===== config.mk =====
export PLATFORM = sky130hd
export DESIGN_NAME = four_adder_flat
export DESIGN_NICKNAME = d
export VERILOG_FILES = /design/src/rtl/four_adder_if.sv /design/src/rtl/four_adder.sv /design/src/flat_wrapper.sv
export SDC_FILE = /design/constraint.sdc
export NUM_CORES = 1
export LEC_CHECK = 0
export CAP_MARGIN = 30
export CORE_AREA = 8 8 45 47
export DETAILED_ROUTE_END_ITERATION = 10
export DIE_AREA = 0 0 53 55
export PLACE_DENSITY = 0.67
export SKIP_CTS_REPAIR_TIMING = 1
export SYNTH_ARGS = -nofsm -noshare
export SYNTH_HDL_FRONTEND = slang
export SYNTH_HIERARCHICAL = 1
export SYNTH_SLANG_ARGS = --single-unit

===== constraint.sdc =====
create_clock -name clk -period 3 [get_ports clk]
set_input_delay 0.6 -clock clk [delete_from_list [all_inputs] [get_ports clk]]
set_output_delay 0.6 -clock clk [all_outputs]
set_load 0.01 [all_outputs]

===== src/rtl/four_adder_if.sv =====
// Operand/result bus of the registered ripple-carry adder/subtractor.
interface four_adder_if #(
  parameter int unsigned WIDTH = 4
);
  logic             in_valid;
  logic [WIDTH-1:0] A;
  logic [WIDTH-1:0] tmp;
  logic             Cin;
  logic [WIDTH-1:0] So;
  logic             Cout;
  logic             overflow;
  logic             out_valid;

  modport master (
    output in_valid, A, tmp, Cin,
    input  So, Cout, overflow, out_valid
  );

  modport slave (
    input  in_valid, A, tmp, Cin,
    output So, Cout, overflow, out_valid
  );
endinterface


===== src/rtl/four_adder.sv =====
// Registered WIDTH-bit two's-complement adder/subtractor on a ripple chain of full adders.
// Optional signed saturation of the result when FOUR_ADDER_SAT_EN is defined.

module four_adder_fa (
  input  logic a_i,
  input  logic b_i,
  input  logic c_i,
  output logic s_o,
  output logic c_o
);
  assign s_o = a_i ^ b_i ^ c_i;
  assign c_o = (a_i & b_i) | (c_i & (a_i ^ b_i));
endmodule

module four_adder #(
  parameter int unsigned WIDTH = 4
) (
  input  logic         clk,
  input  logic         rst_n,
  four_adder_if.slave  bus
);
  localparam int unsigned MSB = WIDTH - 1;

  logic [WIDTH-1:0] bx;
  logic [WIDTH:0]   c;
  logic [WIDTH-1:0] sum;
  logic             ovf;
  logic [WIDTH-1:0] res;

  logic [WIDTH-1:0] so_q,   so_d;
  logic             cout_q, cout_d;
  logic             ovf_q,  ovf_d;
  logic             vld_q,  vld_d;

  // Subtract is A + ~tmp + 1: invert B and inject Cin as the bit-0 carry.
  assign bx   = bus.tmp ^ {WIDTH{bus.Cin}};
  assign c[0] = bus.Cin;

  for (genvar i = 0; i < WIDTH; i++) begin : g_fa
    four_adder_fa u_fa (
      .a_i (bus.A[i]),
      .b_i (bx[i]),
      .c_i (c[i]),
      .s_o (sum[i]),
      .c_o (c[i+1])
    );
  end

  assign ovf = c[WIDTH] ^ c[MSB];

`ifdef FOUR_ADDER_SAT_EN
  // On overflow the true result's sign is the sign of A.
  always_comb begin
    res = sum;
    if (ovf) begin
      res = bus.A[MSB] ? {1'b1, {(WIDTH-1){1'b0}}} : {1'b0, {(WIDTH-1){1'b1}}};
    end
  end
`else
  assign res = sum;
`endif

  // Result registers only load on a valid op, so idle inputs never leak through.
  always_comb begin
    so_d   = so_q;
    cout_d = cout_q;
    ovf_d  = ovf_q;
    vld_d  = 1'b0;
    if (bus.in_valid) begin
      so_d   = res;
      cout_d = c[WIDTH];
      ovf_d  = ovf;
      vld_d  = 1'b1;
    end
  end

  always_ff @(posedge clk) begin
    if (!rst_n) begin
      so_q   <= '0;
      cout_q <= 1'b0;
      ovf_q  <= 1'b0;
      vld_q  <= 1'b0;
    end else begin
      so_q   <= so_d;
      cout_q <= cout_d;
      ovf_q  <= ovf_d;
      vld_q  <= vld_d;
    end
  end

  assign bus.So        = so_q;
  assign bus.Cout      = cout_q;
  assign bus.overflow  = ovf_q;
  assign bus.out_valid = vld_q;
endmodule


===== src/flat_wrapper.sv =====
// flat-port wrapper written by rule: the top's interface ports become plain ports
module four_adder_flat 
#(
  parameter int unsigned WIDTH = 4
)
  (clk, rst_n, bus_in_valid, bus_A, bus_tmp, bus_Cin, bus_So, bus_Cout, bus_overflow, bus_out_valid);
  four_adder_if #(.WIDTH(WIDTH)) bus_i ();
  input  logic clk;
  input  logic rst_n;
  input wire logic [$bits(bus_i.in_valid)-1:0] bus_in_valid;
  input wire logic [$bits(bus_i.A)-1:0] bus_A;
  input wire logic [$bits(bus_i.tmp)-1:0] bus_tmp;
  input wire logic [$bits(bus_i.Cin)-1:0] bus_Cin;
  output wire logic [$bits(bus_i.So)-1:0] bus_So;
  output wire logic [$bits(bus_i.Cout)-1:0] bus_Cout;
  output wire logic [$bits(bus_i.overflow)-1:0] bus_overflow;
  output wire logic [$bits(bus_i.out_valid)-1:0] bus_out_valid;
  assign bus_i.in_valid = bus_in_valid;
  assign bus_i.A = bus_A;
  assign bus_i.tmp = bus_tmp;
  assign bus_i.Cin = bus_Cin;
  assign bus_So = bus_i.So;
  assign bus_Cout = bus_i.Cout;
  assign bus_overflow = bus_i.overflow;
  assign bus_out_valid = bus_i.out_valid;
  four_adder #(.WIDTH(WIDTH)) u_core (.clk(clk), .rst_n(rst_n), .bus(bus_i));
endmodule

# After elaboration in Yosys (flattened, before gate mapping)
# Index checks and enable logic that the tools add are counted.
[op_classes]
muxes = 1
bitwise_logic = 22
[ops]
columns = ["operator", "n"]
rows = [
  ["bitwise XOR 1 bit", 9],
  ["bitwise AND 1 bit", 8],
  ["bitwise OR 1 bit", 4],
  ["bitwise XOR 4 bit", 1],
  ["two-way mux 1 bit", 1],
]
[word_totals]
register_bits = 7
in_bits = 12
output_inout_bits = 7
word_cells = 27

# Logic depth before layout (Yosys ltp)
# Gate-level depths: netlist (run 1).
[depth]
word_depth = 11
mapped_depth = 7
depth_no_buf = 7

# Hierarchy
# Netlist (run 1), hierarchy kept.
[modules_own_cells]
columns = ["mod", "n_inst", "cells_each", "area_each_um2", "seq_area_each_um2"]
rows = [
  ["four_adder", 1, 26, 294.0, 140.1],
  ["four_adder_fa", 4, 1, 20.0, 0.0],
]

# Least setup slack after synthesis (run 1)
# No wires, ideal clock.
[synth_path]
kind = "in2reg"
start = "input bus_Cin"
end = "register u_core.ovf_q, in the netlist u_core/bus.overflow"
setup_ns = 0.119
arrival_time_ns = 2.578
required_ns = 2.881
setup_slack_ns = 0.302
path_stages = 7
n_path_buf = 0
path_cell_list = "xor2_1 -> fa_1 -> fa_1 -> fa_1 -> fa_1 -> xnor2_1 -> a21oi_1"
[synth_between]
elab_chain_len = 11
elab_cells_between_ends = 18
classes_between = "bitwise (18)"
[synth_rtl]
columns = ["item", "line", "rtl"]
rows = [
  ["start: declaration", "flat_wrapper.sv:13", "input wire logic [$bits(bus_i.Cin)-1:0] bus_Cin;"],
  ["bitwise XOR 4 bit", "four_adder.sv:36", "assign bx = bus.tmp ^ {WIDTH{bus.Cin}};"],
  ["bitwise XOR 1 bit", "four_adder.sv:12", "assign c_o = (a_i & b_i) | (c_i & (a_i ^ b_i));"],
  ["bitwise AND 1 bit", "four_adder.sv:12", ""],
  ["bitwise OR 1 bit *", "four_adder.sv:12", ""],
  ["net u_core.c[1]", "four_adder.sv:25", "logic [WIDTH:0] c;"],
  ["bitwise AND 1 bit *", "four_adder.sv:12", ""],
  ["bitwise OR 1 bit *", "four_adder.sv:12", ""],
  ["net u_core.c[2]", "four_adder.sv:25", ""],
  ["bitwise AND 1 bit *", "four_adder.sv:12", ""],
  ["bitwise OR 1 bit *", "four_adder.sv:12", ""],
  ["net u_core.c[3]", "four_adder.sv:25", ""],
  ["bitwise AND 1 bit *", "four_adder.sv:12", ""],
  ["bitwise OR 1 bit *", "four_adder.sv:12", ""],
  ["net u_core.c[4]", "four_adder.sv:25", ""],
  ["bitwise XOR 1 bit *", "four_adder.sv:49", "assign ovf = c[WIDTH] ^ c[MSB];"],
  ["end signal: assignment", "four_adder.sv:86", "ovf_q <= ovf_d;"],
  ["end: declaration", "four_adder.sv:32", "logic ovf_q, ovf_d;"],
]
# The timed path passes the listed nets; every way through them passes the cells marked *.
# A chain may end at the register's enable or synchronous reset.

# Worst setup path in the final report (run 1)
[layout_path]
start = "input bus_Cin"
end = "register u_core.so_q[3], in the netlist u_core/bus.So[3]"
[layout_between]
elab_chain_len = 9
elab_cells_between_ends = 15
classes_between = "bitwise (15)"
[layout_rtl]
columns = ["item", "line", "rtl"]
rows = [
  ["bitwise XOR 4 bit *", "four_adder.sv:36", ""],
  ["net u_core.bx[0]", "four_adder.sv:24", "logic [WIDTH-1:0] bx;"],
  ["bitwise XOR 1 bit", "four_adder.sv:12", ""],
  ["bitwise AND 1 bit", "four_adder.sv:12", ""],
  ["bitwise OR 1 bit *", "four_adder.sv:12", ""],
  ["net u_core.c[1]", "four_adder.sv:25", ""],
  ["bitwise AND 1 bit *", "four_adder.sv:12", ""],
  ["bitwise OR 1 bit *", "four_adder.sv:12", ""],
  ["net u_core.c[2]", "four_adder.sv:25", ""],
  ["bitwise AND 1 bit *", "four_adder.sv:12", ""],
  ["bitwise OR 1 bit *", "four_adder.sv:12", ""],
  ["net u_core.c[3]", "four_adder.sv:25", ""],
  ["bitwise XOR 1 bit *", "four_adder.sv:11", "assign s_o = a_i ^ b_i ^ c_i;"],
  ["net u_core.res[3]", "four_adder.sv:28", "logic [WIDTH-1:0] res;"],
  ["end signal: assignment", "four_adder.sv:79", "so_q <= '0;"],
  ["end signal: assignment", "four_adder.sv:84", "so_q <= so_d;"],
  ["end: declaration", "four_adder.sv:30", "logic [WIDTH-1:0] so_q, so_d;"],
]
# Marked as above.

==> out/metrics.cfg, run 1 <==
[outcome]
status=completed

[timing]
final.min_clock_period_ns=2.90
hold_viol=0
rsz0062_at_grt=false
hold_ws_ns=0.515
slew_headroom_pct=74.6
timing.final.crit_share_pct=96.7
setup_viol=0
setup_ws_ns=0.0976
setup_tns_ns=0
fmax_mhz=345
fin_skew_ns=0
worst_pin_slew_ns=0.380
maxSlewViolCount=0

[clocking]
numCtsBuffers=3
insertion_delay_ns=0.25
cts_root_buf=clkbuf_4
clockBufferDepth=2
htreeDepth=1
cts_tree=built
clkTransAtPathRegs_ns=0.05
clock-sinks=7

[cells_and_area]
design_area_um2=609
syn_to_final_growth_pct=62.9
diodes=0
multi_input_area_um2=228
layout-drive-gt1-share_pct=15.1
seqCellArea_um2=140
num-nets-final=70
num-fill-cells=140

[drt]
drc=0
wirelength_um=759
wl_per_cell_um=11.0
via_per_inst=4.03
drt_iter0_markers=1
vias=278
first_pass_iters=2
drtAntennaViolNets=0

[synthesis]
ys_seq_area_share_pct=37.5
synthesis.nets=46
syn_inst=30
syn_area_per_cell_um2=12.5
ys_types=10
netlist_area_um2=374
ys_warn_count=6
synth_seq_cells=7

[grt]
grt_overflow=0
grt_util_all_layers_pct=6.20
grt_pass1_vias=299
grt_pass1_wl_mm=1.26
grt_max_degree=9
antenna_found_initial=0

[setup_path]
end_kind=flip-flop
cp_max_fo=2
path_cells=clkdlybuf4s50_1, xor2_1, fa_1, fa_1, fa_2, fa_2, mux2i_1, nor2b_1
cp.arrival_ns=3.09
crit_required_ns=3.18
critPathKind=in2reg
cp-start-kind=input pin
cpPeakStageDelay_ns=0.53
crit_slowest_cell=fa_2

[placement]
gp_congestion=0.653
dpl-instance-area_um2=578
io_buffers=18
dpl_worst_slack_ns=-0.249
place_hpwl_um=651

[floorplanning]
num_rows=14
dieArea_um2=2920
io_pins=19
dieHeight_um=55
die_x_um=53
start_util_pct=27.0
core-area_um2=1380

[pwr]
peakVddDrop_uv=320
power.total_w=0.000283
p_leak_nw=0.242
power_density_nw_per_um2=464

[job]
cap_violations=0

[worst_hold_path]
holdCritPathClass=reg2reg

## stage by stage
stage | utilization (%) | std cells
2_1_floorplan | - | 30
3_3_place_gp | 41.8 | 65
3_5_place_dp | 41.8 | 65
4_1_cts | 43.7 | 69
5_1_grt | 44.0 | 69
6_report | 44.0 | 69
## synthesized netlist by cell type, drive strengths merged
cell / number / share of area (%)
and2: 1 / 2.0
dfxtp: 7 / 37
nor2b: 5 / 8.4
fa: 4 / 21
xor2: 4 / 9.4
mux2i: 5 / 13
buf: 1 / 3.0
o21ai: 1 / 1.3
xnor2: 1 / 2.3
a21oi: 1 / 1.3
## worst max-delay path, delay by kind of cell
family / cells / cell delay, ns
adders and majority gates: 4 / 1.69
muxes: 1 / 0.06
buffers and inverters: 1 / 0.43
xor gates and xnor gates: 1 / 0.19
and+or+nand+nor: 1 / 0.11
## per-layer routing
layer | share of wire (%) | up-vias | track usage, %
li1 | - | 144 | -
met3 | 16 | 0 | 5.88
met2 | 50 | 12 | 8.59
met1 | 35 | 122 | 6.31
met4 | 0 | 0 | 2.59
met5 | 0 | - | 0
## layout by cell type, fill, tap and decap left out
cell             netlist  routed
clkbuf_4               0       3
nor2b_1                5       5
o21ai_0                1       1
fa_1                   4       2
buf_4                  0       2
fa_2                   0       2
xnor2_1                1       1
dfxtp_1                7       7
a21oi_1                1       1
xor2_1                 4       4
clkbuf_1               0       1
mux2i_1                5       5
and2_2                 1       1
clkdlybuf4s50_1        0      18
## area by class of cell
cell class,instances,share of cell area (%)
Clock buffer,4,4.31
Multi-Input combinational cell,22,37.4
Sequential cell,7,23.0
Tap cell,16,3.29
Timing Repair Buffer,20,32.0
## sequential cells by signal (all words and copies together), names as in the netlist
name / flops
u_core/bus.Cout: 1
u_core/bus.overflow: 1
u_core/bus.out_valid: 1
u_core/bus.So: 4
## power by group
group          switching [W]  internal (W)   total, W
Combinational      0.0000353     0.0000565  0.0000918
Sequential        0.00000456      0.000104   0.000108
Clock              0.0000319     0.0000506  0.0000825
## cells by family after synthesis
logic type	count (synthesis)	synth area share [%]
fa+ha+maj	4	21.4
mux	5	13.4
xor+xnor	5	11.7
simple gates	6	10.4
flops	7	37.5
compound gates	2	2.67
buf+inv	1	3.01
## final timing paths
path	start	endpoint	slack, ns	depth (start not counted)
worst max-delay path	bus_Cin	u_core/bus.So[3]$_SDFFE_PN0P_	0.1	8
worst min-delay path	u_core/bus.So[2]$_SDFFE_PN0P_	u_core/bus.So[2]$_SDFFE_PN0P_	0.52	2
worst max register to register	u_core/bus.overflow$_SDFFE_PN0P_	u_core/bus.overflow$_SDFFE_PN0P_	2.37	2
worst min register to register	u_core/bus.So[2]$_SDFFE_PN0P_	u_core/bus.So[2]$_SDFFE_PN0P_	0.52	2
No activity file was read; power rests on OpenSTA's default activity.
==> run 2, diff against run 1 <==
--- a/config.mk
+++ b/config.mk
@@ -6,10 +6,11 @@
 export NUM_CORES = 1
 export LEC_CHECK = 0
 export CAP_MARGIN = 30
-export CORE_AREA = 8 8 45 47
+export CORE_AREA = 2 2 39 41
 export DETAILED_ROUTE_END_ITERATION = 10
-export DIE_AREA = 0 0 53 55
-export PLACE_DENSITY = 0.67
+export DIE_AREA = 0 0 41 43
+export DONT_BUFFER_PORTS = 1
+export PLACE_DENSITY = 0.49
 export SKIP_CTS_REPAIR_TIMING = 1
 export SYNTH_ARGS = -nofsm -noshare
 export SYNTH_HDL_FRONTEND = slang
==> run 2 against run 1 <==
Effect of this change:
- via count down 23%
- worst setup slack gained 0.37 ns
- clock-buffer cell count unchanged
- die area shrank 40%
- largest cell class unchanged
==> out/metrics.cfg, run 2 (synthesis results as in run 1) <==
[setup_path]
end_kind=flip-flop  ; unchanged
path_delay_family=adder cells  ; unchanged
cp-start-kind=input pin  ; unchanged
crit_cells=7  ; was 8
critPathKind=in2reg  ; unchanged
crit_path_frequent_cell=fa_1
path_cells=xor2_1, fa_1, fa_1, fa_1, fa_1, xnor2_1, a21oi_1  ; was clkdlybuf4s50_1, xor2_1, fa_1, fa_1, fa_2, fa_2, mux2i_1, nor2b_1
crit_slowest_cell=fa_1  ; was fa_2
cpPeakStageDelay_ns=0.43  ; was 0.53 ns
cp_num_buf_inv=0  ; was 1
cp.arrival_ns=2.68  ; was 3.09 ns
crit_required_ns=3.14  ; was 3.18 ns
reg2reg_depth=2  ; unchanged
cp_max_fo=5  ; was 2

[grt]
grt_util_all_layers_pct=9.60  ; was 6.20%
grt_pass1_wl_mm=1.04  ; was 1.26 mm
gr-usage-met1_pct=9.84  ; was 6.31%
grt_pass1_vias=247  ; was 299
antenna_found_initial=0  ; unchanged
grt_max_degree=9  ; unchanged
grt-busiest-layer=met2  ; unchanged
grt_use_met3_pct=4.19  ; was 5.88%
grt_use_met2_pct=12.2  ; was 8.59%
grt_overflow=0  ; unchanged

[timing]
worst_pin_slew_ns=0.193  ; was 0.380 ns
fmax_mhz=394  ; was 345 MHz
slew_headroom_pct=87.1  ; was 74.6%
timing.final.crit_share_pct=84.6  ; was 96.7%
setup_viol=0  ; unchanged
fin_skew_ns=0  ; unchanged
rsz0062_at_grt=false  ; unchanged
setup_tns_ns=0  ; unchanged
final.min_clock_period_ns=2.54  ; was 2.90 ns
hold_viol=0  ; unchanged
maxSlewViolCount=0  ; unchanged

[drt]
drtAntennaViolNets=0  ; unchanged
wirelength_um=620  ; was 759 um
via_per_inst=4.39  ; was 4.03
drt_iter0_markers=0  ; was 1
wl_per_cell_um=12.7  ; was 11.0 um
drc=0  ; unchanged
vias=215  ; was 278
first_pass_iters=1  ; was 2

[cells_and_area]
fin_util_pct=29.6  ; was 44.0%
syn_to_final_growth_pct=9.36  ; was 62.9%
layout_commonest_cell=dfxtp_1  ; was clkdlybuf4s50_1
num-fill-cells=147  ; was 140
final_cell_mix=dfxtp_1, mux2i_1, nor2b_1  ; was clkdlybuf4s50_1, dfxtp_1, mux2i_1, nor2b_1, xor2_1
layout-drive-gt1-share_pct=12.1  ; was 15.1%
multi_input_area_um2=223  ; was 228 um2
diodes=0  ; unchanged
num-nets-final=50  ; was 70
seqCellArea_um2=140  ; unchanged
largest_reg_flops=4  ; unchanged

[pwr]
pwr-share-seq_pct=47.2  ; was 38.4%
power_density_nw_per_um2=597  ; was 464 nW/um2
swShare_pct=26.9  ; was 25.4%
p_comb_share_pct=17.3  ; was 32.5%
p_int_w=0.000178  ; was 0.000211 W
peakVddDrop_uv=143  ; was 320 uV
pwr-share-clk_pct=35.5  ; was 29.2%
switchingPower_w=0.0000657  ; was 0.0000717 W
p_leak_nw=0.166  ; was 0.242 nW

[clocking]
numCtsBuffers=3  ; unchanged
insertion_delay_ns=0.25  ; about the same
clock-sinks=7  ; unchanged
clkTransAtPathRegs_ns=0.05  ; about the same
htreeDepth=1  ; unchanged
cts_tree=built  ; unchanged
clockBufferDepth=2  ; unchanged
cts_root_buf=clkbuf_4  ; unchanged

[worst_hold_path]
holdCritPathClass=in2reg  ; was reg2reg
whs_path_depth=1  ; was 2

[floorplanning]
start_util_pct=27.0  ; unchanged
num_rows=14  ; unchanged
dieHeight_um=43  ; was 55 um
io_pins=19  ; unchanged
dieArea_um2=1760  ; was 2920 um2
die_x_um=41  ; was 53 um
core-area_um2=1380  ; unchanged

[placement]
io_buffers=0  ; was 18
gp_congestion=0.665  ; was 0.653

[outcome]
status=completed  ; unchanged

[job]
cap_violations=0  ; unchanged

==> run 2: cell types whose count changed in the layout (fill, tap and decap cells not counted), sizes merged <==
cell / delta
buf: -2
clkdlybuf4s50: -18
==> run 2: final timing paths <==
check | from | to | slack [ns]
setup / recovery | bus_Cin | u_core/bus.overflow$_SDFFE_PN0P_ | 0.46
setup reg to reg | u_core/bus.overflow$_SDFFE_PN0P_ | u_core/bus.overflow$_SDFFE_PN0P_ | 2.33
hold / removal | bus_in_valid | u_core/bus.overflow$_SDFFE_PN0P_ | 0.43
hold reg to reg | u_core/bus.So[3]$_SDFFE_PN0P_ | u_core/bus.So[3]$_SDFFE_PN0P_ | 0.57
==> run 2: stage by stage <==
stage	hold slack, ns	area, um2	cells	setup WS (ns)	power, W
2_1_floorplan	0.538	374	30	0.302	0.000154
3_3_place_gp	0.557	383	45	0.232	0.000158
3_5_place_dp	0.564	383	45	0.202	0.000162
4_1_cts	0.423	409	49	0.456	0.000250
5_1_grt	0.425	409	49	0.357	0.000261
6_report	0.432	409	49	0.463	0.000244
==> run 2: area by class of cell <==
class                      count  area share (%)
tap                           16            4.89
multi-input combinational     22            54.4
sequential                     7            34.3
clock buffer                   4            6.42
==> run 2: power groups by stage <==
stage / Combinational (W) / Sequential [W] / Clock [W]
2_1_floorplan: 0.0000383 / 0.000115 / 0
3_3_place_gp: 0.0000404 / 0.000118 / 0
3_5_place_dp: 0.0000439 / 0.000118 / 0
4_1_cts: 0.0000436 / 0.000116 / 0.0000907
5_1_grt: 0.0000480 / 0.000117 / 0.0000963
6_report: 0.0000422 / 0.000115 / 0.0000868
==> run 2: per-layer routing <==
metal	routed length (um)	share of wire (%)
met1	235	38
met2	279	45
met3	77	12
met4	27	4.4
met5	0	0
==> run 3, diff against run 2 <==
--- a/config.mk
+++ b/config.mk
@@ -10,7 +10,7 @@
 export DETAILED_ROUTE_END_ITERATION = 10
 export DIE_AREA = 0 0 41 43
 export DONT_BUFFER_PORTS = 1
-export PLACE_DENSITY = 0.49
+export PLACE_DENSITY = 0.5
 export SKIP_CTS_REPAIR_TIMING = 1
 export SYNTH_ARGS = -nofsm -noshare
 export SYNTH_HDL_FRONTEND = slang
==> constraint.sdc (replaced) <==
create_clock -name clk -period 2.3 [get_ports clk]
set_input_delay 0.46 -clock clk [delete_from_list [all_inputs] [get_ports clk]]
set_output_delay 0.46 -clock clk [all_outputs]
set_load 0.01 [all_outputs]
==> run 3 against run 2 <==
Effect of this change:
- highest routed layer unchanged
- wire length is 3.2% higher
- worst setup slack got worse by 0.36 ns
- flip-flop and latch count did not move
- design area grew 6.1%
- register-to-register slack got worse by 0.69 ns
- clock-buffer cell count did not move
- core utilization rose by 1.8 points
- non-clock buffer count grew 1
==> out/metrics.cfg, run 3 (synthesis results as in run 1) <==
[outcome]
status=completed  ; unchanged

[cells_and_area]
syn_to_final_growth_pct=16.1  ; was 9.36%
layout-drive-gt1-share_pct=29.4  ; was 12.1%
layout_commonest_cell=dfxtp_1  ; unchanged
num-nets-final=51  ; was 50
largest_reg_flops=4  ; unchanged
design_area_um2=434  ; was 409 um2
final_cell_mix=dfxtp_1, mux2i_1, nor2b_1  ; unchanged
diodes=0  ; unchanged

[timing]
worst_pin_slew_ns=0.207  ; was 0.193 ns
fin_skew_ns=0  ; unchanged
rsz0062_at_grt=false  ; unchanged
hold_viol=0  ; unchanged
fmax_mhz=454
slew_headroom_pct=86.1  ; was 87.1%
final.min_clock_period_ns=2.20
setup_viol=0  ; unchanged
timing.final.crit_share_pct=95.7
maxSlewViolCount=0  ; unchanged

[clocking]
clockBufferDepth=2  ; unchanged
insertion_delay_ns=0.25  ; about the same
htreeDepth=1  ; unchanged
numCtsBuffers=3  ; unchanged
cts_root_buf=clkbuf_4  ; unchanged
cts_tree=built  ; unchanged
clock-sinks=7  ; unchanged
clkTransAtPathRegs_ns=0.05  ; about the same

[setup_path]
end_kind=flip-flop  ; unchanged
ff2ff_setup_slack_ns=1.64  ; was 2.33 ns
timing.rr.start=u_core/bus.Cout$_SDFFE_PN0P_  ; was u_core/bus.overflow$_SDFFE_PN0P_
rr_endpoint=u_core/bus.Cout$_SDFFE_PN0P_  ; was u_core/bus.overflow$_SDFFE_PN0P_
cpPeakStageDelay_ns=0.52  ; was 0.43 ns
reg2reg_depth=2  ; unchanged
crit_slowest_cell=fa_2  ; was fa_1
path_cells=xor2_2, fa_2, fa_2, fa_2, fa_2, mux2i_1, nor2b_1  ; was xor2_1, fa_1, fa_1, fa_1, fa_1, xnor2_1, a21oi_1
cp-start-kind=input pin  ; unchanged
critPathKind=in2reg  ; unchanged
cp_max_fo=5  ; unchanged
crit_path_frequent_cell=fa_2  ; was fa_1
cp.arrival_ns=2.39  ; was 2.68 ns
crit_required_ns=2.49  ; was 3.14 ns

[worst_hold_path]
hp-start=bus_in_valid  ; unchanged
holdCritPathClass=in2reg  ; unchanged
whs_path_depth=1  ; unchanged
whs_endpoint=u_core/bus.overflow$_SDFFE_PN0P_  ; unchanged

[drt]
drc=0  ; unchanged
vias=223  ; was 215
drt_iter0_markers=0  ; unchanged
wirelength_um=640  ; was 620 um
wl_per_cell_um=12.8  ; was 12.7 um
drtAntennaViolNets=0  ; unchanged
via_per_inst=4.46  ; was 4.39
first_pass_iters=1  ; unchanged

[pwr]
swShare_pct=26.6  ; was 26.9%
switchingPower_w=0.0000863  ; was 0.0000657 W
pwr-share-clk_pct=34.7  ; was 35.5%
power_density_nw_per_um2=746  ; was 597 nW/um2
p_int_w=0.000238  ; was 0.000178 W
p_leak_nw=0.169  ; was 0.166 nW
pwr-share-seq_pct=46.7  ; was 47.2%
power.total_w=0.000324  ; was 0.000244 W
peakVddDrop_uv=178  ; was 143 uV
p_comb_share_pct=18.6  ; was 17.3%

[placement]
io_buffers=0  ; unchanged
gp_congestion=0.671  ; was 0.665
dpl-instance-area_um2=408  ; was 383 um2

[grt]
grt_max_degree=9  ; unchanged
grt_overflow=0  ; unchanged
grt_pass1_vias=234  ; was 247
antenna_found_initial=0  ; unchanged
grt_pass1_wl_mm=1.02  ; was 1.04 mm
grt_util_all_layers_pct=9.11  ; was 9.60%

[floorplanning]
core-area_um2=1380  ; unchanged
dieArea_um2=1760  ; unchanged
io_pins=19  ; unchanged
start_util_pct=27.0  ; unchanged
num_rows=14  ; unchanged
dieHeight_um=43  ; unchanged
die_x_um=41  ; unchanged

[job]
cap_violations=0  ; unchanged

==> run 3: cell count changes in the layout (fill, tap and decap cells not counted) <==
cell	before	now
fa_1	4	0
fa_2	0	4
buf_4	0	1
xor2_1	4	3
xor2_2	0	1
==> run 3: critical path: cells and delay by family <==
family,cells,cell delay (ns)
and+or+nand+nor,1,0.11
adders and majority gates,4,1.60
xor gates and xnor gates,1,0.16
muxes,1,0.06
==> run 3: power groups by stage <==
stage               Clock (W)  Sequential [W]  Combinational, W
floorplan                   0        0.000151         0.0000531
global placement            0        0.000154         0.0000610
detailed placement          0        0.000154         0.0000625
CTS                  0.000114        0.000152         0.0000625
global route         0.000119        0.000153         0.0000703
finish               0.000112        0.000151         0.0000603
==> run 3: worst max-delay path by stage <==
stage,start,endpoint,slack [ns]
after global routing,bus_Cin,u_core/bus.So[3]$_SDFFE_PN0P_,0.05
after detailed placement,bus_Cin,u_core/bus.So[3]$_SDFFE_PN0P_,-0.17
after global placement,bus_Cin,u_core/bus.So[3]$_SDFFE_PN0P_,-0.14
after floorplan,bus_Cin,u_core/bus.So[3]$_SDFFE_PN0P_,-0.11
after CTS,bus_Cin,u_core/bus.So[3]$_SDFFE_PN0P_,0.09
final,bus_Cin,u_core/bus.So[3]$_SDFFE_PN0P_,0.1
==> run 3: metal layers <==
metal	vias up	track usage (%)	part of all wire, %
met5	-	0	0
met4	0	10.0	2.8
met3	2	1.57	13
met2	15	11.9	48
met1	102	11.2	36
li1	104	-	-
==> run 3: through the flow <==
| step | setup TNS (ns) | setup WS [ns] | hold WS [ns] | instances | utilization, % |
|---|---|---|---|---|---|
| 2_1_floorplan | -0.192 | -0.108 | 0.538 | 30 | - |
| 3_3_place_gp | -0.297 | -0.138 | 0.554 | 46 | 29.5 |
| 3_5_place_dp | -0.416 | -0.171 | 0.556 | 46 | 29.5 |
| 4_1_cts | 0 | 0.0938 | 0.287 | 50 | 31.4 |
| 5_1_grt | 0 | 0.0545 | 0.288 | 50 | 31.4 |
| 6_report | 0 | 0.0987 | 0.288 | 50 | 31.4 |
==> run 3: final cells by class <==
cell class	instances	area [um2]
multi-input combinational	22	240
timing repair buffer	1	7.51
clock buffer	4	26.3
sequential	7	140
fill	151	950
tap	16	20.0
==> RTL change: new RTL, settings of run 2 <==
Add a define of `FOUR_ADDER_SAT_EN`.
--- a/src/rtl/four_adder.sv
+++ b/src/rtl/four_adder.sv
@@ -1,4 +1,6 @@
 // Registered WIDTH-bit two's-complement adder/subtractor on a ripple chain of full adders.
 // Optional signed saturation of the result when FOUR_ADDER_SAT_EN is defined.
+
+`define FOUR_ADDER_SAT_EN
 
 module four_adder_fa (
Function: changed (Yosys sat finds a counterexample within 4 cycles, from zero or initial values and one cycle with rst_n low).
==> RTL change against run 2 <==
  * Wire length increased by 17%
  * Die area unchanged
  * Largest power group unchanged
  * Largest cell class unchanged
  * Total power increased by 8.9%
  * Area after synthesis increased by 7.7%
  * Sequential cell count unchanged
  * Fmax decreased by 9.4%
  * Via count increased by 28%
  * Cell area increased by 12%
  * Critical endpoint is now u_core/bus.So[2]
  * Worst setup slack got worse by 0.26 ns
==> RTL change: results <==
global_routing:
  grt_usage_pct: 10.80
  use_met1_pct: 13.40
  met2_usage_pct: 12.50
  grt_pass1_wl_mm: 1.193
  first_global_vias: 286
  grt_max_degree: 14
timing:
  tightest_slew_ns: 0.2220
  setup_slack_ns: 0.1989
  whs_ns: 0.4375
power_and_ir_drop:
  p_int_uw: 192.1
  leakagePower_uw: 0.0001917
  ir_drop_mv: 0.1411
worst_hold_path:
  holdPathEnd: "u_core/bus.So[3]"
  hp-class: "in -> reg"
place:
  dpl-instance-area_um2: 432.9
  dpl.cell_count: 52
  gp_congestion: 0.6705
synthesis:
  synthAdderAreaFrac_pct: 19.88
  yosysSeqAreaShare_pct: 34.78
  yosysUniqueCellTypes: 16
  async_flop_share_pct: 0
  synth-compound-area-share_pct: 4.969
  yosys-top-cells-area: "dfxtp_1 (35%), fa_1 (20%), xor2_1 (8.7%), nand3b_1 (5.6%), mux2i_1 (5.0%)"
  muxShareOfSynthArea_pct: 4.969
  synth_xor_area_share_pct: 12.73
route:
  met1Wirelength_um: 333
  first_pass_iters: 4
  routed-wl-met3_um: 53
  first_iter_violations: 4
  num_vias: 276
  wl_met2_um: 337
  drt-wirelength-per-cell_um: 12.95
worst_setup_path:
  timing.rr.end: "u_core/bus.So[3]"
  arrival_ns: 2.93
  r2r-start: "u_core/bus.So[3]"
  reg2reg_slack_ns: 2.34
  cp-endpoint: "u_core/bus.So[2]"
finish:
  fin_nets: 57
  fin_util_pct: 33.18
  drive_gt1_share_pct: 17.50
  finalNonFillerCells: 56
outcome:
  outcome: "finished clean"
-- RTL change: cell types whose count changed after synthesis, sizes merged, moves of 2 or more --
cell           run 2  this run
nor2b              5         1
clkbuf             0         2
nand3              0         3
nand4              0         3
nand3b             0         3
mux2i              5         2
-- RTL change: final cells by class --
class	count	share of cell area (%)
repair buffers	2	3.270
well taps	16	4.360
multi-input cells	27	56.13
clock buffers	4	5.722
flip-flops and latches	7	30.52
-- RTL change: power groups by stage --
stage                     sequential, uW  combinational (uW)  clock, uW
after floorplan                      118                50.3          0
after global placement               121                61.9          0
after detailed placement             121                64.4          0
after CTS                            119                64.6       87.0
after global routing                 120                72.4       93.0
final                                118                63.3       84.1
-- RTL change: critical path: stages --
cell	delay [ns]
xor2_1	0.15
fa_1	0.41
fa_1	0.39
fa_1	0.45
fa_2	0.39
xnor2_2	0.22
nand4bb_1	0.21
nand3_1	0.09
